File: src/rtl/micro_sequencer_if.sv
// Bus between the micro-sequencer and its environment: fetch/branch inputs,
// microstate address and status outputs.
interface micro_sequencer_if #(
    parameter int unsigned CNT_W = 16
);
    logic             en;
    logic             hit;
    logic             z_flag;
    logic [15:0]      ins_in;
    logic [8:0]       addr_ins;
    logic [3:0]       operand1;
    logic [3:0]       operand2;
    logic             halted;
    logic             illegal_op;
    logic             mem_timeout;
    logic [CNT_W-1:0] ins_count;

    modport master (
        output en, hit, z_flag, ins_in,
        input  addr_ins, operand1, operand2, halted, illegal_op, mem_timeout, ins_count
    );

    modport slave (
        input  en, hit, z_flag, ins_in,
        output addr_ins, operand1, operand2, halted, illegal_op, mem_timeout, ins_count
    );
endinterface

File: src/rtl/micro_sequencer.sv
// Walks the 9-bit microstate {alt, opcode, step} feeding control_unit: fetch,
// decode, per-opcode micro-steps, memory-hit waits with timeout retry, GOTOZ and HALT.
module micro_sequencer #(
    parameter int unsigned FETCH_TIMEOUT = 255,
    parameter int unsigned CNT_W         = 16
) (
    input  logic              clk,
    input  logic              reset,
    micro_sequencer_if.slave  bus
);
    localparam int unsigned WAIT_W = $clog2(FETCH_TIMEOUT + 1);

    localparam logic [4:0] OP_LOAD  = 5'b11100;
    localparam logic [4:0] OP_GOTOZ = 5'b10110;
    localparam logic [4:0] OP_HALT  = 5'b11111;

    localparam logic [8:0] A_FETCH1    = 9'h000;
    localparam logic [8:0] A_INCPC     = 9'h001;
    localparam logic [8:0] A_LOAD0     = 9'h0E0;
    localparam logic [8:0] A_LOAD_WAIT = 9'h0E6;
    localparam logic [8:0] A_LOAD_HIT  = 9'h1E6;
    localparam logic [8:0] A_LOAD2     = 9'h0E2;
    localparam logic [8:0] A_LOAD3     = 9'h0E3;
    localparam logic [8:0] A_GOTOZ1    = 9'h0B0;
    localparam logic [8:0] A_GOTOZ_Z   = 9'h0B1;
    localparam logic [8:0] A_GOTOZ_NZ  = 9'h1B1;
    localparam logic [8:0] A_HALT      = 9'h0FF;

    typedef enum logic [3:0] {
        S_FETCH1, S_INCPC, S_LINEAR, S_LOAD0, S_LOAD_WAIT, S_LOAD_HIT,
        S_LOAD2, S_LOAD3, S_GOTOZ1, S_GOTOZ2, S_HALT
    } state_t;

    // Number of linear micro-steps per opcode; 0 marks opcodes without a linear sequence.
    function automatic logic [2:0] seq_len(input logic [4:0] op);
        case (op)
            5'b11010, 5'b01010, 5'b11001, 5'b01011, 5'b00011,
            5'b00101, 5'b00100, 5'b10100, 5'b10101: seq_len = 3'd2;
            5'b11011, 5'b11101:                     seq_len = 3'd3;
            5'b10001, 5'b10010:                     seq_len = 3'd4;
            5'b01101:                               seq_len = 3'd1;
            default:                                seq_len = 3'd0;
        endcase
    endfunction

    state_t            state_q, state_d;
    logic [8:0]        addr_ins_q, addr_ins_d;
    logic [4:0]        opcode_q, opcode_d;
    logic [3:0]        operand1_q, operand1_d;
    logic [3:0]        operand2_q, operand2_d;
    logic              halted_q, halted_d;
    logic              illegal_op_q, illegal_op_d;
    logic              mem_timeout_q, mem_timeout_d;
    logic [CNT_W-1:0]  ins_count_q, ins_count_d;
    logic [WAIT_W-1:0] wait_q, wait_d;
    logic              wait_expired;
    logic              unused_ins_hi;

    assign unused_ins_hi = ^bus.ins_in[15:13];
    assign wait_expired  = (wait_q == WAIT_W'(FETCH_TIMEOUT - 1));

    always_comb begin
        state_d       = state_q;
        addr_ins_d    = addr_ins_q;
        opcode_d      = opcode_q;
        operand1_d    = operand1_q;
        operand2_d    = operand2_q;
        halted_d      = halted_q;
        illegal_op_d  = illegal_op_q;
        mem_timeout_d = mem_timeout_q;
        ins_count_d   = ins_count_q;
        wait_d        = wait_q;

        // HALT is terminal until reset, regardless of en.
        if (bus.en && state_q != S_HALT) begin
            mem_timeout_d = 1'b0;
            wait_d        = '0;
            case (state_q)
                S_FETCH1, S_LOAD_WAIT: begin
                    if (bus.hit) begin
                        if (state_q == S_FETCH1) begin
                            opcode_d   = bus.ins_in[12:8];
                            operand1_d = bus.ins_in[7:4];
                            operand2_d = bus.ins_in[3:0];
                            state_d    = S_INCPC;
                            addr_ins_d = A_INCPC;
                        end else begin
                            state_d    = S_LOAD_HIT;
                            addr_ins_d = A_LOAD_HIT;
                        end
                    end else if (wait_expired) begin
                        mem_timeout_d = 1'b1;
                    end else begin
                        wait_d = wait_q + WAIT_W'(1);
                    end
                end
                S_INCPC: begin
                    ins_count_d = ins_count_q + CNT_W'(1);
                    if (opcode_q == OP_LOAD) begin
                        state_d    = S_LOAD0;
                        addr_ins_d = A_LOAD0;
                    end else if (opcode_q == OP_GOTOZ) begin
                        state_d    = S_GOTOZ1;
                        addr_ins_d = A_GOTOZ1;
                    end else if (opcode_q == OP_HALT) begin
                        state_d    = S_HALT;
                        addr_ins_d = A_HALT;
                        halted_d   = 1'b1;
                    end else if (seq_len(opcode_q) != 3'd0) begin
                        state_d    = S_LINEAR;
                        addr_ins_d = {1'b0, opcode_q, 3'b000};
                    end else begin
                        illegal_op_d = 1'b1;
                        state_d      = S_FETCH1;
                        addr_ins_d   = A_FETCH1;
                    end
                end
                S_LINEAR: begin
                    if (addr_ins_q[2:0] == seq_len(opcode_q) - 3'd1) begin
                        state_d    = S_FETCH1;
                        addr_ins_d = A_FETCH1;
                    end else begin
                        addr_ins_d = addr_ins_q + 9'd1;
                    end
                end
                S_LOAD0: begin
                    state_d    = S_LOAD_WAIT;
                    addr_ins_d = A_LOAD_WAIT;
                end
                S_LOAD_HIT: begin
                    state_d    = S_LOAD2;
                    addr_ins_d = A_LOAD2;
                end
                S_LOAD2: begin
                    state_d    = S_LOAD3;
                    addr_ins_d = A_LOAD3;
                end
                S_GOTOZ1: begin
                    state_d    = S_GOTOZ2;
                    addr_ins_d = bus.z_flag ? A_GOTOZ_Z : A_GOTOZ_NZ;
                end
                default: begin
                    state_d    = S_FETCH1;
                    addr_ins_d = A_FETCH1;
                end
            endcase
        end
    end

    always_ff @(posedge clk or posedge reset) begin
        if (reset) begin
            state_q       <= S_FETCH1;
            addr_ins_q    <= A_FETCH1;
            opcode_q      <= '0;
            operand1_q    <= '0;
            operand2_q    <= '0;
            halted_q      <= 1'b0;
            illegal_op_q  <= 1'b0;
            mem_timeout_q <= 1'b0;
            ins_count_q   <= '0;
            wait_q        <= '0;
        end else begin
            state_q       <= state_d;
            addr_ins_q    <= addr_ins_d;
            opcode_q      <= opcode_d;
            operand1_q    <= operand1_d;
            operand2_q    <= operand2_d;
            halted_q      <= halted_d;
            illegal_op_q  <= illegal_op_d;
            mem_timeout_q <= mem_timeout_d;
            ins_count_q   <= ins_count_d;
            wait_q        <= wait_d;
        end
    end

    assign bus.addr_ins    = addr_ins_q;
    assign bus.operand1    = operand1_q;
    assign bus.operand2    = operand2_q;
    assign bus.halted      = halted_q;
    assign bus.illegal_op  = illegal_op_q;
    assign bus.mem_timeout = mem_timeout_q;
    assign bus.ins_count   = ins_count_q;
endmodule

File: src/flat_wrapper.sv
// flat-port wrapper written by rule: the top's interface ports become plain ports
module micro_sequencer_flat 
#(
    parameter int unsigned FETCH_TIMEOUT = 255,
    parameter int unsigned CNT_W         = 16
)
  (clk, reset, bus_en, bus_hit, bus_z_flag, bus_ins_in, bus_addr_ins, bus_operand1, bus_operand2, bus_halted, bus_illegal_op, bus_mem_timeout, bus_ins_count);
  micro_sequencer_if #(.CNT_W(CNT_W)) bus_i ();
  input  logic clk;
  input  logic reset;
  input wire logic [$bits(bus_i.en)-1:0] bus_en;
  input wire logic [$bits(bus_i.hit)-1:0] bus_hit;
  input wire logic [$bits(bus_i.z_flag)-1:0] bus_z_flag;
  input wire logic [$bits(bus_i.ins_in)-1:0] bus_ins_in;
  output wire logic [$bits(bus_i.addr_ins)-1:0] bus_addr_ins;
  output wire logic [$bits(bus_i.operand1)-1:0] bus_operand1;
  output wire logic [$bits(bus_i.operand2)-1:0] bus_operand2;
  output wire logic [$bits(bus_i.halted)-1:0] bus_halted;
  output wire logic [$bits(bus_i.illegal_op)-1:0] bus_illegal_op;
  output wire logic [$bits(bus_i.mem_timeout)-1:0] bus_mem_timeout;
  output wire logic [$bits(bus_i.ins_count)-1:0] bus_ins_count;
  assign bus_i.en = bus_en;
  assign bus_i.hit = bus_hit;
  assign bus_i.z_flag = bus_z_flag;
  assign bus_i.ins_in = bus_ins_in;
  assign bus_addr_ins = bus_i.addr_ins;
  assign bus_operand1 = bus_i.operand1;
  assign bus_operand2 = bus_i.operand2;
  assign bus_halted = bus_i.halted;
  assign bus_illegal_op = bus_i.illegal_op;
  assign bus_mem_timeout = bus_i.mem_timeout;
  assign bus_ins_count = bus_i.ins_count;
  micro_sequencer #(.FETCH_TIMEOUT(FETCH_TIMEOUT), .CNT_W(CNT_W)) u_core (.clk(clk), .reset(reset), .bus(bus_i));
endmodule
File: config.mk
export PLATFORM = sky130hd
export DESIGN_NAME = micro_sequencer_flat
export DESIGN_NICKNAME = d
export VERILOG_FILES = /design/src/rtl/micro_sequencer_if.sv /design/src/rtl/micro_sequencer.sv /design/src/flat_wrapper.sv
export SDC_FILE = /design/constraint.sdc
export NUM_CORES = 1
export LEC_CHECK = 0
export ABC_AREA = 1
export BUFFER_PORTS_ARGS = -buffer_cell sky130_fd_sc_hd__buf_2
export CORE_ASPECT_RATIO = 1.4
export CORE_MARGIN = 10
export CORE_UTILIZATION = 45
export DETAILED_ROUTE_END_ITERATION = 6
export PLACE_DENSITY = 0.68
export SETUP_SLACK_MARGIN = 0.5
export SYNTH_ARGS = -nofsm -noshare
export SYNTH_HDL_FRONTEND = slang
export SYNTH_SLANG_ARGS = --single-unit
File: constraint.sdc
create_clock -name clk -period 2 [get_ports clk]
set_input_delay 0.1 -clock clk [delete_from_list [all_inputs] [get_ports clk]]
set_output_delay 0.1 -clock clk [all_outputs]
set_load 0.005 [all_outputs]
-- Word-level counts from Yosys, hierarchy flattened
Memories as Yosys holds them, arrays and structs flattened.
Index checks and enable logic that the tools add are counted.
- reductions and logical operators: 10
- eq/ne operators: 15
- bitwise gates (word level): 4
- $add $sub $neg: 4
- multiplexer cells: 30
- operators with widths (kind ; number):
    two-way mux 9 bit ; 7
    one-hot mux 9 bit (7 select lines) ; 1
    two-way mux 8 bit ; 4
    one-hot mux 4 bit (7 select lines) ; 1
    two-way mux 3 bit ; 8
    two-way mux 4 bit ; 5
    adder 16 x 1 -> 16 bit, second input constant ; 1
    equality test 5 bit, second input constant ; 3
    equality test 4 x 3 -> 1 bit, second input constant ; 3
    adder 9 x 1 -> 9 bit, second input constant ; 1
    adder 8 x 1 -> 8 bit, second input constant ; 1
    equality test 4 x 2 -> 1 bit, second input constant ; 2
    equality test 8 bit, second input constant ; 1
    AND reduction 6 bit ; 1
    AND reduction 5 bit ; 1
    equality test 4 x 1 -> 1 bit, second input constant ; 1
    equality test 4 bit, second input constant ; 1
    zero test 4 bit ; 1
    != test 4 bit, second input constant ; 1
    NOT 1 bit ; 4
    AND reduction 2 bit ; 2
    AND reduction 4 bit ; 1
    equality test 3 bit ; 1
    two-way mux 1 bit ; 3
    8 further kinds ; 8
- register bits after elaboration: 53
- memories kept: 2
- output and inout port bits: 36
- input bits: 21
- bits in read-only memories: 192
- memory list (memory ; depth ; bits a word ; read ports ; clocked after memory_dff ; wr ports ; line ; RTL):
    (no name shown) ; 32 ; 3 ; 1 ; 0 ; 0 ; micro_sequencer.sv:36 ; case (op)
    (no name shown) ; 32 ; 3 ; 1 ; 0 ; 0 ; micro_sequencer.sv:36 ;

-- Longest topological paths before layout
- depth in word-level cells: 12
- gate-level depth with buffers: 17
- gate-level depth less buffers: 17

-- Worst setup path before layout
Ideal clock, no wire load.
- kind: register to register
- start: reg u_core.opcode_q[1]
- end: reg u_core.state_q[0]
- path slack: 21 ps
- arrival: 1855 ps
- period minus slack after synthesis: 1979 ps
- stages on the path, launching flop included: 15
- buffers on the path: 0
- cells stage by stage: dfrtp_1 inv_1 ha_1 inv_1 nand2_1 nand3_1 ha_1 xor2_1 nand2_1 nor2_1 nand2_2 nand2_4 nand2_4 nand2_1 o21ai_1
- longest elaborated chain between the ends: 7
- ends and longest elaborated chain (what ; line ; RTL):
    start, declared ; micro_sequencer.sv:48 ; logic [4:0] opcode_q, opcode_d;
    start signal, assigned ; micro_sequencer.sv:165 ; opcode_q <= opcode_d;
    memory read (32 x 3 bit) ; - ;
    two-way mux 3 bit ; micro_sequencer.sv:78 ; case (state_q)
    two-way mux 3 bit ; micro_sequencer.sv:75 ; if (bus.en && state_q != S_HALT) begin
    subtractor 3 x 1 -> 3 bit ; micro_sequencer.sv:119 ; if (addr_ins_q[2:0] == seq_len(opcode_q) - 3'd1) begin
    equality test 3 bit ; micro_sequencer.sv:119 ;
    != test 2 x 1 -> 1 bit (no line) ; - ;
    AND reduction 3 bit (no line) ; - ;
    end signal, assigned ; micro_sequencer.sv:163 ; state_q <= state_d;
    end, declared ; micro_sequencer.sv:46 ; state_t state_q, state_d;
Several ways; a longest one is shown, not always the timed one. The select of a mux whose other input is x is not followed.
A chain may end at the register's enable or synchronous reset.

-- Final worst setup path
Ends and elaborated chain as after synthesis.

==> metrics.txt <==
post-DP HPWL=between 6000 and 7000 um; combinational cell fraction of total power=approximately 57%; Unique masters post-synth=35; vias in the first global route=slightly above 3000; GPL Wtd Cong=a little over 0.9; hold path startpoint=bus_ins_in[6]; hold path endpoint=u_core.bus.operand1[2]; Avg WL per Cell=roughly 14 um; Worst-Margin Slew=533 ps; worst clock skew=about 6.3 ps; layout cells sized above 1=32.7%; PwrDens=~1300 nW/um^2; Max Freq=between 400 and 500 MHz; ant diodes=0; initial antenna violation count=0; GR Util All Layers=between 10% and 20%; syn_nets=469; PnR worst setup slack=-66.3 ps; design area=about 4500 sq um; fin util=roughly three fifths; crit share post-route=103%; sequential power share=between 30% and 40%; post-layout min period=between 2000 and 2500 ps; outcome=complete, but fails checks; 1st-iter DRT viols=166; cell count of the worst reg-to-reg path=13; max-cap violation count=0; static leakage=2.33 nW; DR vias=roughly 3200; Avg Cell Area, Syn=7.66 sq um; Max Root-Sink Buffers=2; Rows=37; Net Sw Frac=roughly 44%; drt total wl=between 9000 and 10000 um; final slew viol count=0; TritonCTS clock tree=yes; largest net degree at the start of global routing=32; die area=between 10000 and 15000 sq um; via/cell ratio=4.99; VDD IR-drop max=~0.00067 V; Hold Path Class=input port to register; critical path class=register to register; DRC=0; tightest hold margin=roughly 15 ps; Core Area=around 7300 sq um; register area share after synthesis=around 40%; Post-DRT Antenna Nets=0; setup tns final=-392 ps; reg2reg start=u_core.opcode_q[1]; Yosys Warn Count=0; final global-route overflow total=0; failing checks=negative setup slack; Cell Area, Placed=approximately 3800 sq um; CTS clk-pin slew, worst paths=90 ps; Critical Path RT=around 2200 ps; first-pass GRT wire length=14400 um; Die X=approximately 93 um; EDFF count, synth=0; reg-to-reg endpoint=u_core.state_q[0]; hold depth=2; root buf cell=clkbuf_8; die height=122 um; crit-path max FO=5; most frequent cells in the layout=nand2_1, buf_2, inv_1; RSZ-0062 raised after global routing=yes; final hold vios=0; clock latency on the worst-skew pair=320 ps; initial core utilization=between 40% and 50%; maximum level of the CTS H-tree=2; Final nets=roughly 580; commonest non-fill, non-tap cell in the layout=nand2_1; DR pass1 iterations=5; Post-synth top flop=dfrtp_1; TritonCTS buffer count=5; Post-synth ARST share=100%; num ports=57; Syn Inst Count=437; Synth Cell Area=about 3300 sq um; clock sink total=53; IO Port Bufs=53; Reg2Reg Setup Slack=-70 ps; flops & latches, synth=53; internal power=3.19 mW; final setup violation count=13; Area Growth Syn to Fin=35.1%; Max-slew headroom=between 60% and 70%; critical path endpoint category=register; critical path data arrival time=between 2000 and 2500 ps; clock network fraction of design power=around 11%; startpoint types=register; Switch Pwr=roughly 2.5 mW
==> layout make-up <==
type,count,area (sq um)
repair inverters,1,8.76
well taps,97,121
flip-flops and latches,53,1330
repair buffers,102,749
multi-input cells,322,1960
clock buffers,7,86.3
inverters,59,256
fillers,672,2790
==> synthesized netlist by cell type (2+ instances only) <==
cell type | instances | area share, %
buf_2 | 2 | 0.30
a21oi_1 | 8 | 1.2
xnor2_1 | 6 | 1.6
or2_2 | 2 | 0.37
nand2_4 | 3 | 1.0
o211ai_1 | 2 | 0.45
inv_1 | 53 | 5.9
buf_6 | 2 | 0.67
nand3_1 | 32 | 4.8
nor2_2 | 4 | 0.75
a31o_2 | 2 | 0.52
mux2_4 | 2 | 0.90
nor3_1 | 10 | 1.5
nand2_2 | 4 | 0.75
o21ai_1 | 7 | 1.0
xor2_1 | 13 | 3.4
nand2_8 | 2 | 1.2
nor2_1 | 40 | 4.5
nor2_4 | 3 | 1.0
ha_1 | 11 | 4.1
nand4_1 | 10 | 1.9
dfrtp_1 | 53 | 40
nand2_1 | 136 | 15
o21ai_0 | 10 | 1.5
inv_2 | 3 | 0.34
and3_1 | 2 | 0.37
mux2_2 | 7 | 2.4
==> power groups by stage <==
stage,logic [mW],registers [mW],clock network (mW)
floorplan,1.70,1.72,0
global placement,2.32,1.77,0
detailed placement,2.36,1.79,0
CTS,2.82,1.76,0.649
global route,3.64,1.86,0.701
finish,3.29,1.81,0.635
==> worst max-delay path by stage <==
stage | start | end | slack [ps]
3_3_place_gp | u_core.opcode_q[1] | u_core.state_q[0] | -6
5_1_grt | u_core.opcode_q[1] | u_core.bus.addr_ins[1] | -210
6_report | u_core.opcode_q[1] | u_core.state_q[0] | -70
4_1_cts | u_core.opcode_q[0] | u_core.state_q[0] | -6
3_5_place_dp | u_core.opcode_q[1] | u_core.state_q[0] | -50
2_1_floorplan | u_core.opcode_q[1] | u_core.state_q[0] | 90
==> through the flow <==
step / power [mW] / instances / worst slack (ps)
floorplan: 3.42 / 437 / 85.6
global route: 6.20 / 641 / -211
CTS: 5.23 / 618 / -5.87
finish: 5.73 / 641 / -66.3
global placement: 4.09 / 590 / -6.21
detailed placement: 4.15 / 590 / -49.1
==> cells by family after synthesis <==
logic type | count (synthesis) | share of synthesized area, %
simple gates | 252 | 34.9
compound gates | 29 | 4.71
mux | 9 | 3.25
xor+xnor | 19 | 4.97
buf+inv | 64 | 8.41
flops | 53 | 39.6
fa+ha+maj | 11 | 4.11
==> registers in the layout, indices dropped and copies added (netlist names), 4 cells and up <==
signal / count
u_core.state_q: 4
u_core.wait_q: 8
u_core.opcode_q: 5
u_core.bus.operand1: 4
u_core.bus.addr_ins: 9
u_core.bus.ins_count: 16
u_core.bus.operand2: 4
==> per-layer routing <==
metal	up-vias	global-route usage (%)	wire, um
met5	-	0	0
met3	13	3.32	354
met4	0	5.61	183
li1	1589	-	-
met2	63	29.1	5050
met1	1532	16.6	3450
==> critical path, stage by stage (launching register included) <==
cell	delay, ps
dfrtp_1	420
ha_2	200
nand2_2	60
nand2_2	50
o211ai_1	150
ha_4	310
xor2_1	140
nand2_1	100
nor2_4	160
nand2_4	100
nand2_4	90
nand2_4	70
nand2_2	60
o21ai_2	50
==> what timing repair did <==
item | CTS | global route
hold buffers | 5 | 6
setup buffers | 14 | 15
pin swaps | 11 | 9
cloned | 2 | 2
endpoints found under the hold margin | 26 | 6
gates resized for setup | 27 | 47
setup endpoints to repair | 35 | 41
No activity file was read; power rests on OpenSTA's default activity.
